**src/rtl/spi_pkg.sv**
```systemverilog
// spi_slave shared types
// FSM state encoding and bus idle code
package spi_pkg;

  typedef enum logic [1:0] {
    IDLE   = 2'd0,
    ACTIVE = 2'd1,
    DONE   = 2'd2
  } state_t;

  localparam logic [2:0] SS_IDLE = 3'b111;

endpackage

```
**src/rtl/sync_2ff.sv**
```systemverilog
// Two-flop synchroniser for async pins
// Reset value is selectable per instance
module sync_2ff #(
  parameter int               WIDTH   = 1,
  parameter logic [WIDTH-1:0] RST_VAL = '0
) (
  input  logic             i_clk,
  input  logic             i_rst,
  input  logic [WIDTH-1:0] i_d,
  output logic [WIDTH-1:0] o_q
);

  logic [WIDTH-1:0] meta;

  // two-stage capture of the asynchronous input
  always_ff @(posedge i_clk) begin
    if (i_rst) begin
      meta <= RST_VAL;
      o_q  <= RST_VAL;
    end else begin
      meta <= i_d;
      o_q  <= meta;
    end
  end

endmodule

```
**src/rtl/spi_slave.sv**
```systemverilog
// Oversampling SPI slave endpoint
// One frame per SS assertion, MSB first
module spi_slave
  import spi_pkg::*;
#(
  parameter int         BITS    = 20,
  parameter logic [2:0] ADDRESS = 3'd1
) (
  input  logic            i_clk,
  input  logic            i_rst,
  input  logic            i_sclk,
  input  logic            i_mosi,
  input  logic [2:0]      i_ss,
  output logic            o_miso,
  input  logic [BITS-1:0] i_tx_data,
  input  logic            i_tx_valid,
  output logic            o_tx_ready,
  output logic [BITS-1:0] o_rx_data,
  output logic            o_rx_valid,
  output logic            o_frame_err,
  output logic            o_busy
);

  localparam int CW = $clog2(BITS + 1);
  localparam logic [CW-1:0] CNT_MAX = CW'(BITS);

  logic            sclk_s;
  logic            sclk_q;
  logic            mosi_s;
  logic [2:0]      ss_s;
  logic            sclk_rise;
  logic            sclk_fall;
  logic            selected;
  logic            start;
  logic            finish;
  state_t          state;
  logic [BITS-1:0] tx_sh;
  logic [BITS-1:0] rx_sh;
  logic [CW-1:0]   cnt;
  logic [BITS-1:0] hold_data;
  logic            hold_full;
  logic            tx_wr;

  sync_2ff #(
    .WIDTH   (1),
    .RST_VAL (1'b0)
  ) u_sync_sclk (
    .i_clk (i_clk),
    .i_rst (i_rst),
    .i_d   (i_sclk),
    .o_q   (sclk_s)
  );

  sync_2ff #(
    .WIDTH   (1),
    .RST_VAL (1'b0)
  ) u_sync_mosi (
    .i_clk (i_clk),
    .i_rst (i_rst),
    .i_d   (i_mosi),
    .o_q   (mosi_s)
  );

  sync_2ff #(
    .WIDTH   (3),
    .RST_VAL (SS_IDLE)
  ) u_sync_ss (
    .i_clk (i_clk),
    .i_rst (i_rst),
    .i_d   (i_ss),
    .o_q   (ss_s)
  );

  assign sclk_rise = sclk_s & ~sclk_q;
  assign sclk_fall = ~sclk_s & sclk_q;
  assign selected  = (ss_s == ADDRESS);
  assign start     = (state == IDLE) & selected;
  assign finish    = (state == ACTIVE) & ~selected;
  assign tx_wr     = i_tx_valid & ~hold_full;

  assign o_tx_ready = ~hold_full;
  assign o_busy     = (state == ACTIVE);
  assign o_miso     = (state == ACTIVE) & tx_sh[BITS-1];

  // delayed synced SCLK for edge detection
  always_ff @(posedge i_clk) begin
    if (i_rst) sclk_q <= 1'b0;
    else       sclk_q <= sclk_s;
  end

  // frame sequencing: idle -> active -> done
  always_ff @(posedge i_clk) begin
    if (i_rst) begin
      state <= IDLE;
    end else begin
      unique case (state)
        IDLE:    if (selected) state <= ACTIVE;
        ACTIVE:  if (!selected) state <= DONE;
        DONE:    state <= IDLE;
        default: state <= IDLE;
      endcase
    end
  end

  // single-entry response holding register
  always_ff @(posedge i_clk) begin
    if (i_rst) begin
      hold_full <= 1'b0;
      hold_data <= '0;
    end else begin
      if (start) hold_full <= 1'b0;
      if (tx_wr) begin
        hold_full <= 1'b1;
        hold_data <= i_tx_data;
      end
    end
  end

  // shift registers and saturating rise counter
  always_ff @(posedge i_clk) begin
    if (i_rst) begin
      tx_sh <= '0;
      rx_sh <= '0;
      cnt   <= '0;
    end else if (start) begin
      tx_sh <= hold_full ? hold_data : '0;
      rx_sh <= '0;
      cnt   <= '0;
    end else if (state == ACTIVE) begin
      if (sclk_rise) begin
        rx_sh <= {rx_sh[BITS-2:0], mosi_s};
        if (cnt != CNT_MAX) cnt <= cnt + CW'(1);
      end
      if (sclk_fall) begin
        tx_sh <= {tx_sh[BITS-2:0], 1'b0};
      end
    end
  end

  // publish the received word when SS drops
  always_ff @(posedge i_clk) begin
    if (i_rst) begin
      o_rx_data   <= '0;
      o_rx_valid  <= 1'b0;
      o_frame_err <= 1'b0;
    end else begin
      o_rx_valid <= 1'b0;
      if (finish) begin
        o_rx_data   <= rx_sh;
        o_rx_valid  <= 1'b1;
        o_frame_err <= (cnt < CNT_MAX);
      end
    end
  end

endmodule

```
**config.mk**
```make
export PLATFORM = sky130hd
export DESIGN_NAME = spi_slave
export DESIGN_NICKNAME = d
export VERILOG_FILES = /design/src/rtl/spi_pkg.sv /design/src/rtl/sync_2ff.sv /design/src/rtl/spi_slave.sv
export SDC_FILE = /design/constraint.sdc
export NUM_CORES = 1
export LEC_CHECK = 0
export ABC_AREA = 1
export BUFFER_PORTS_ARGS = -buffer_cell sky130_fd_sc_hd__buf_2
export CELL_PAD_IN_SITES_DETAIL_PLACEMENT = 0
export CELL_PAD_IN_SITES_GLOBAL_PLACEMENT = 2
export CORE_UTILIZATION = 31
export CTS_BUF_LIST = sky130_fd_sc_hd__clkbuf_2
export DETAILED_ROUTE_END_ITERATION = 16
export PLACE_DENSITY_LB_ADDON = 0.08
export SYNTH_ARGS = -nofsm -noshare
export SYNTH_HDL_FRONTEND = slang
export SYNTH_SLANG_ARGS = --single-unit
```
**constraint.sdc**
```tcl
create_clock -name i_clk -period 1.2 [get_ports i_clk]
set_input_delay 0.24 -clock i_clk [delete_from_list [all_inputs] [get_ports i_clk]]
set_output_delay 0.24 -clock i_clk [all_outputs]
set_load 0.03 [all_outputs]
```
==> flow_metrics.env, run 1 <==
export IMPL_status="finished with violations"
export IMPL_violations="setup timing"
export IMPL_most_common_layout_cells="nand2_1, nor2_1, dfxtp_1, inv_1, buf_6"
export IMPL_path_delay_family="buffers and inverters"
export IMPL_vdd_drop_max_mv=0.5941
export IMPL_drt_vias_per_instance=4.472
export IMPL_relSlewSlack_pct=66.52
export IMPL_layout_min_cycle_time_ns=1.745
export IMPL_rsz0062_at_grt="true"
export IMPL_core_mm2=0.01340
export IMPL_first_pass_iters=4
export IMPL_drt_total_wl_mm=11.92
export IMPL_syn_area_mm2=0.004318
export IMPL_gp_congestion=0.7300
export IMPL_rows=42
export IMPL_cts_tree="done"
export IMPL_dr_wl_met3_um=355
export IMPL_max_stage_delay_ns=0.41
export IMPL_route_detailed_drc=0
export IMPL_hpwl_mm=7.299
export IMPL_cts_made_buffers=9
export IMPL_drive_above_1_share_pct=40.60
export IMPL_r2r_cells=11
export IMPL_post_route_period_util_pct=145.5
export IMPL_critPathKind="reg -> reg"
export IMPL_synth_cell_types=26
export IMPL_crit_path_cell_trace="buf_6, buf_6, buf_6, buf_6, buf_6, nor2_4, nand3_4, buf_12, nand2_8, buf_12, o22ai_2"
export IMPL_die_w_um=120.0
export IMPL_p_per_area_mw_per_mm2=860.0
export IMPL_r2r_slack_ns=-0.55
export IMPL_hold_class="in -> reg"
export IMPL_setup_ws_ns=-0.5455
export IMPL_synth_nets=597
export IMPL_avgSynthCellArea_um2=7.615
export IMPL_dp_worst_setup_slack_ns=-0.1505
export IMPL_ys_warn_count=0
export IMPL_clock_latency_ns=0.61
export IMPL_crit_top_cell="buf_6"
export IMPL_num_antenna_cells=0
export IMPL_r2r_end="hold_full"
export IMPL_tightest_slew_ns=0.5016
export IMPL_antenna_found_initial=0
export IMPL_synthCells=567
export IMPL_fmax_ghz=0.5729
export IMPL_post_drt_wl_per_cell_um=13.65
export IMPL_post_route_util_pct=48.59
export IMPL_nFillCells=1337
export IMPL_cp_data_required_time_ns=1.72
export IMPL_dieArea_mm2=0.01440
export IMPL_die_y_um=120.0
export IMPL_root_buffer="clkbuf_2"
export IMPL_final_common_cell="nand2_1"
export IMPL_multi_input_area_mm2=0.002271
export IMPL_setup_violations=94
export IMPL_cts_sinks=101
export IMPL_drv_cap=0
export IMPL_crit_start="state[1]"
export IMPL_critical_path_buf_inv_count=7
export IMPL_hold_viol=0
export IMPL_vias=3904
export IMPL_p_leak_nw=2.856
export IMPL_wl_met2_mm=6.006
export IMPL_cp_arrival_ns=2.27
export IMPL_regArea_mm2=0.002078
export IMPL_grt_usage_pct=17.80
export IMPL_crit_slowest_cell="dfxtp_2"
export IMPL_ctsHtreeMaxLevel=3
export IMPL_grt_max_degree=26
export IMPL_io_pins=53
export IMPL_yosysSeqAreaShare_pct=46.83
export IMPL_grt_pass1_vias=4014
export IMPL_clkTransAtPathRegs_ns=0.29
export IMPL_io_buffers=52
export IMPL_r2r_start="state[1]"
export IMPL_ant_nets=0
export IMPL_start_util_pct=32.22
export IMPL_drv_slew=0
export IMPL_cts_max_path_buffers=2
export IMPL_grt_remaining_overflow=0
export IMPL_syn_to_final_growth_pct=50.80
export IMPL_nets=724
export IMPL_ys_ff_latch=101
export IMPL_grt_pass1_wl_mm=19.97
export IMPL_cp_start_kind="register"
export IMPL_holdPathEnd="o_rx_valid"
export IMPL_fin_skew_ns=0.03793
export IMPL_wl_met1_mm=5.427
export IMPL_min_delay_start="i_rst"
export IMPL_critPathMaxFanout=6
export IMPL_worstHoldPathCells=3
export IMPL_top_layer_used="met4"
export IMPL_end_kind="register"
export IMPL_drt_iter0_drc=142
area by class of cell:
cell class | instances | area share, %
multi-input cells | 374 | 34.88
flip-flops and latches | 101 | 31.92
inverters | 58 | 3.536
clock inverters | 5 | 0.6149
well taps | 176 | 3.382
clock buffers | 9 | 0.6918
repair buffers | 150 | 24.98
flip-flops by register name, indices dropped and copies added (netlist names), 2 cells and up:
signal and cells:
cnt 5, hold_data 20, o_rx_data 20, rx_sh 20, state 2, tx_sh 20
u_sync_ss.meta 3, u_sync_ss.o_q 3
worst min-delay path, delay by kind of cell:
kind	cells	cell delay, ns
buf+inv	2	0.38
simple gates	1	0.08
power breakdown:
| part | leakage (nW) | total [mW] | internal [mW] | switching, mW |
|---|---|---|---|---|
| Sequential | 0.836 | 3.48 | 3.43 | 0.0461 |
| Clock | 0.0578 | 1.43 | 0.264 | 1.17 |
| Combinational | 1.96 | 0.686 | 0.338 | 0.348 |
logic make-up after synthesis:
family	count (synthesis)	share of synthesized area (%)
adder cells (fa/ha/maj)	2	0.5794
AND/OR/NAND/NOR	301	31.82
buffers and inverters	93	10.72
XOR/XNOR	1	0.2029
flip-flops	101	46.83
AO/OA/AOI/OAI	69	9.852
synthesized netlist by cell type:
master    instances  area share, %
nor2_8            1           0.46
nor2_2            1           0.14
nand2_2           1           0.14
nand2_4           3           0.78
nand2_1          99            8.6
inv_2             4           0.35
inv_1            54            4.7
clkbuf_1          8           0.70
dfxtp_1         101             47
a21oi_2          21            4.3
or2_2             6           0.87
nand3_1          51            5.9
nand4_1           3           0.43
nor2_4            3           0.78
nor2_1          120             10
buf_6            10            2.6
nand3_4           2           0.81
a21oi_1           5           0.58
nand3_2          10            2.3
buf_4             7            1.2
nor3_1            1           0.12
o22ai_1           1           0.14
ha_1              2           0.58
buf_2            10            1.2
xor2_1            1           0.20
o21ai_0          42            4.9
per-stage QoR:
| step | instances | hold slack (ns) | power, mW | area, um^2 | TNS (ns) |
|---|---|---|---|---|---|
| after floorplan | 567 | 0.3438 | 3.841 | 4318 | 0 |
| after global placement | 809 | 0.3949 | 4.057 | 5046 | -2.378 |
| after detailed placement | 809 | 0.3977 | 4.064 | 5046 | -4.342 |
| after CTS | 872 | 0.03496 | 5.682 | 6200 | -32.21 |
| after global routing | 873 | 0.02466 | 5.918 | 6511 | -40.67 |
| final | 873 | 0.08060 | 5.600 | 6511 | -34.10 |
worst max-delay path by stage:
stage / endpoint / cells past startpoint
after floorplan: cnt[0] / 8
after global placement: o_rx_data[15] / 6
after detailed placement: cnt[3] / 5
after CTS: o_miso / 5
after global routing: o_busy / 4
final: hold_full / 11
per-layer routing:
metal	global-route usage [%]	up-vias
met3	4.753	11
li1	-	2032
met1	21.61	1821
met4	4.609	0
met2	30.85	40
met5	0	-
timing repair:
action                                  4_1_cts  5_1_grt
hold buffers                                 25        0
cloned                                        7        1
gates resized for setup                     166       88
endpoints found under the setup margin       93      106
setup buffers                                17        3
pin swaps                                    12       15
endpoints found under the hold margin        25        0
(Power assumes the default switching activity.)
==> run 2: changes to the inputs <==
ABC_AREA = not set   (was 1)
CORE_UTILIZATION = 32   (was 31)
==> run 2 against run 1 <==
Effect of this change: the run still ends with setup timing left; sequential power hardly changed; total power is 2.8% lower; clock-buffer cell count is 3 higher.
==> flow_metrics.env, run 2 <==
export IMPL_status="finished with violations"
export IMPL_violations="setup timing"
export IMPL_multi_input_area_mm2=0.002017
export IMPL_synthFlopType="dfxtp_1"
export IMPL_die_y_um=113.2
export IMPL_yosysMostFrequentCell="dfxtp_1"
export IMPL_post_route_period_util_pct=145.2
export IMPL_critPathMaxFanout=2
export IMPL_drt_total_wl_mm=10.66
export IMPL_synthCells=463
export IMPL_ys_ff_latch=101
export IMPL_dieArea_mm2=0.01282
export IMPL_gp_congestion=0.7369
export IMPL_rows=40
export IMPL_avgSynthCellArea_um2=8.553
export IMPL_synth_top_area_share_pct=51.06
export IMPL_end_kind="output pin"
export IMPL_num_antenna_cells=0
export IMPL_crit_top_cell="buf_6"
export IMPL_grt_pass1_wl_mm=17.55
export IMPL_start_util_pct=32.83
export IMPL_drv_cap=0
export IMPL_grt_remaining_overflow=0
export IMPL_syn_area_mm2=0.003960
export IMPL_most_common_layout_cells="nand2_1, dfxtp_1, a21oi_1, buf_6, buf_4"
export IMPL_hold_class="in -> reg"
export IMPL_synth_nets=493
export IMPL_vdd_drop_max_mv=0.6668
export IMPL_setup_violations=93
export IMPL_cp_num_cells=5
export IMPL_cts_sinks=101
export IMPL_p_per_area_mw_per_mm2=947.1
export IMPL_clock_latency_ns=0.55
export IMPL_p_leak_nw=1.982
export IMPL_final_common_cell="nand2_1"
export IMPL_synth_compound_area_share_pct=19.59
export IMPL_drt_iter0_drc=94
export IMPL_critPathKind="reg -> out"
export IMPL_ctsHtreeMaxLevel=3
export IMPL_antenna_found_initial=0
export IMPL_post_drt_wl_per_cell_um=14.38
export IMPL_path_delay_family="flip-flops"
export IMPL_post_route_util_pct=47.67
export IMPL_crit_start="state[1]"
export IMPL_cts_tree="done"
export IMPL_synth_top_family_by_area="simple AND/OR/NAND/NOR gates"
export IMPL_ys_top_cells_by_count="dfxtp_1, nand2_1, a21oi_1"
export IMPL_cp_start_kind="register"
export IMPL_hpwl_mm=6.109
export IMPL_nFillCells=1256
export IMPL_drive_above_1_share_pct=37.00
export IMPL_synthAdderAreaFrac_pct=0.6319
export IMPL_synth_mux_area_share_pct=0
export IMPL_grt_max_degree=42
export IMPL_core_mm2=0.01206
export IMPL_synth_top_area_cell="dfxtp_1"
export IMPL_endpoint="o_miso"
export IMPL_grt_pass1_vias=3474
export IMPL_crit_path_cell_trace="buf_6, nand2b_4, inv_2, and2_4, buf_6"
export IMPL_clkTransAtPathRegs_ns=0.24
export IMPL_synth_edf_count=0
export IMPL_ant_nets=0
export IMPL_root_buffer="clkbuf_2"
export IMPL_r2r_slack_ns=-0.49
export IMPL_vias=3621
export IMPL_die_w_um=113.2
export IMPL_fin_setup_tns_ns=-30.55
export IMPL_critical_path_buf_inv_count=3
export IMPL_setup_ws_ns=-0.5428
export IMPL_rsz0062_at_grt="true"
export IMPL_cts_made_buffers=9
export IMPL_yosys_area_share_simple_pct=23.13
export IMPL_drv_slew=0
export IMPL_dp_worst_setup_slack_ns=-0.3129
export IMPL_relSlewSlack_pct=73.80
export IMPL_grt_usage_pct=17.54
export IMPL_ys_warn_count=0
export IMPL_r2r_start="state[1]"
export IMPL_first_pass_iters=4
export IMPL_layout_min_cycle_time_ns=1.743
export IMPL_synth_cell_types=34
export IMPL_r2r_end="cnt[3]"
export IMPL_fin_total_pwr_mw=5.445
export IMPL_syn_to_final_growth_pct=45.18
export IMPL_regArea_mm2=0.002058
export IMPL_cp_arrival_ns=1.50
export IMPL_synth_xor_area_share_pct=0
export IMPL_cts_max_path_buffers=2
export IMPL_crit_slowest_cell="dfxtp_2"
export IMPL_finalHoldWorstSlack_ns=0.05912
export IMPL_io_buffers=52
export IMPL_fin_skew_ns=0.01954
export IMPL_cp_data_required_time_ns=0.96
export IMPL_tightest_slew_ns=0.3930
export IMPL_hold_viol=0
export IMPL_synth_async_reset_ratio_pct=0
export IMPL_io_pins=53
export IMPL_synth_area_leaders="dfxtp_1, nand2_1, a21oi_1"
export IMPL_nets=599
export IMPL_fmax_ghz=0.5738
export IMPL_route_detailed_drc=0
export IMPL_r2r_cells=5
export IMPL_drt_vias_per_instance=4.887
export IMPL_yosysSeqAreaShare_pct=51.06
export IMPL_max_stage_delay_ns=0.39
[run 2: changes by cell type after synthesis, moves of 27 or more]
cell	delta
nor2_1	-119
inv_1	-50
a21oi_1	+63
nand3_1	-27
[run 2: kinds of logic after synthesis]
family | count (synthesis)
AO/OA/AOI/OAI | 134
flip-flops | 101
adder cells (fa/ha/maj) | 2
buffers and inverters | 48
AND/OR/NAND/NOR | 178
[run 2: per-layer routing]
layer	vias to the layer above	wire length [um]	track usage, %	part of all wire [%]
li1	1842	-	-	-
met1	1714	4669	20.25	44
met2	55	5600	32.39	53
met3	10	273	3.374	2.6
met4	0	112	5.702	1.1
met5	-	0	0	0
[run 2: how the worst min path moves through the flow]
stage / start / end / slack [ns] / cells after the start
after floorplan: i_ss[0] / u_sync_ss.meta[0] / 0.34 / 1
after global placement: u_sync_ss.meta[1] / u_sync_ss.o_q[1] / 0.40 / 1
after detailed placement: u_sync_ss.meta[0] / u_sync_ss.o_q[0] / 0.40 / 1
after CTS: i_rst / u_sync_ss.o_q[0] / 0.009 / 2
after global routing: i_rst / u_sync_ss.o_q[0] / 0.02 / 2
final: i_rst / u_sync_ss.o_q[0] / 0.06 / 2
[run 2: layout make-up]
type | instances | area share, %
flip-flops and latches | 101 | 35.80
well taps | 168 | 3.656
inverters | 4 | 0.2612
repair buffers | 137 | 23.50
clock buffers | 12 | 1.045
multi-input cells | 316 | 35.08
clock inverters | 3 | 0.6529
[run 2: through the flow]
| step | instance area [um^2] | cells |
|---|---|---|
| 4_1_cts | 5577 | 738 |
| 2_1_floorplan | 3993 | 463 |
| 6_report | 5749 | 741 |
| 3_5_place_dp | 4584 | 676 |
| 3_3_place_gp | 4584 | 676 |
| 5_1_grt | 5749 | 741 |
[run 2: where the power goes]
| part | leakage [nW] | total, mW | switching, mW | internal (mW) |
|---|---|---|---|---|
| logic | 1.08 | 0.468 | 0.219 | 0.249 |
| registers | 0.831 | 3.46 | 0.0350 | 3.42 |
| clock network | 0.0671 | 1.52 | 1.04 | 0.484 |
[run 2: timing repair]
action                                 in CTS  in global routing
gates cloned                                9                  1
buffers inserted                           13                  6
resized for setup                         125                 37
setup endpoints to repair                  93                 97
endpoints found under the hold margin      25                  0
hold buffers                               25                  0
pin swaps                                   6                 14
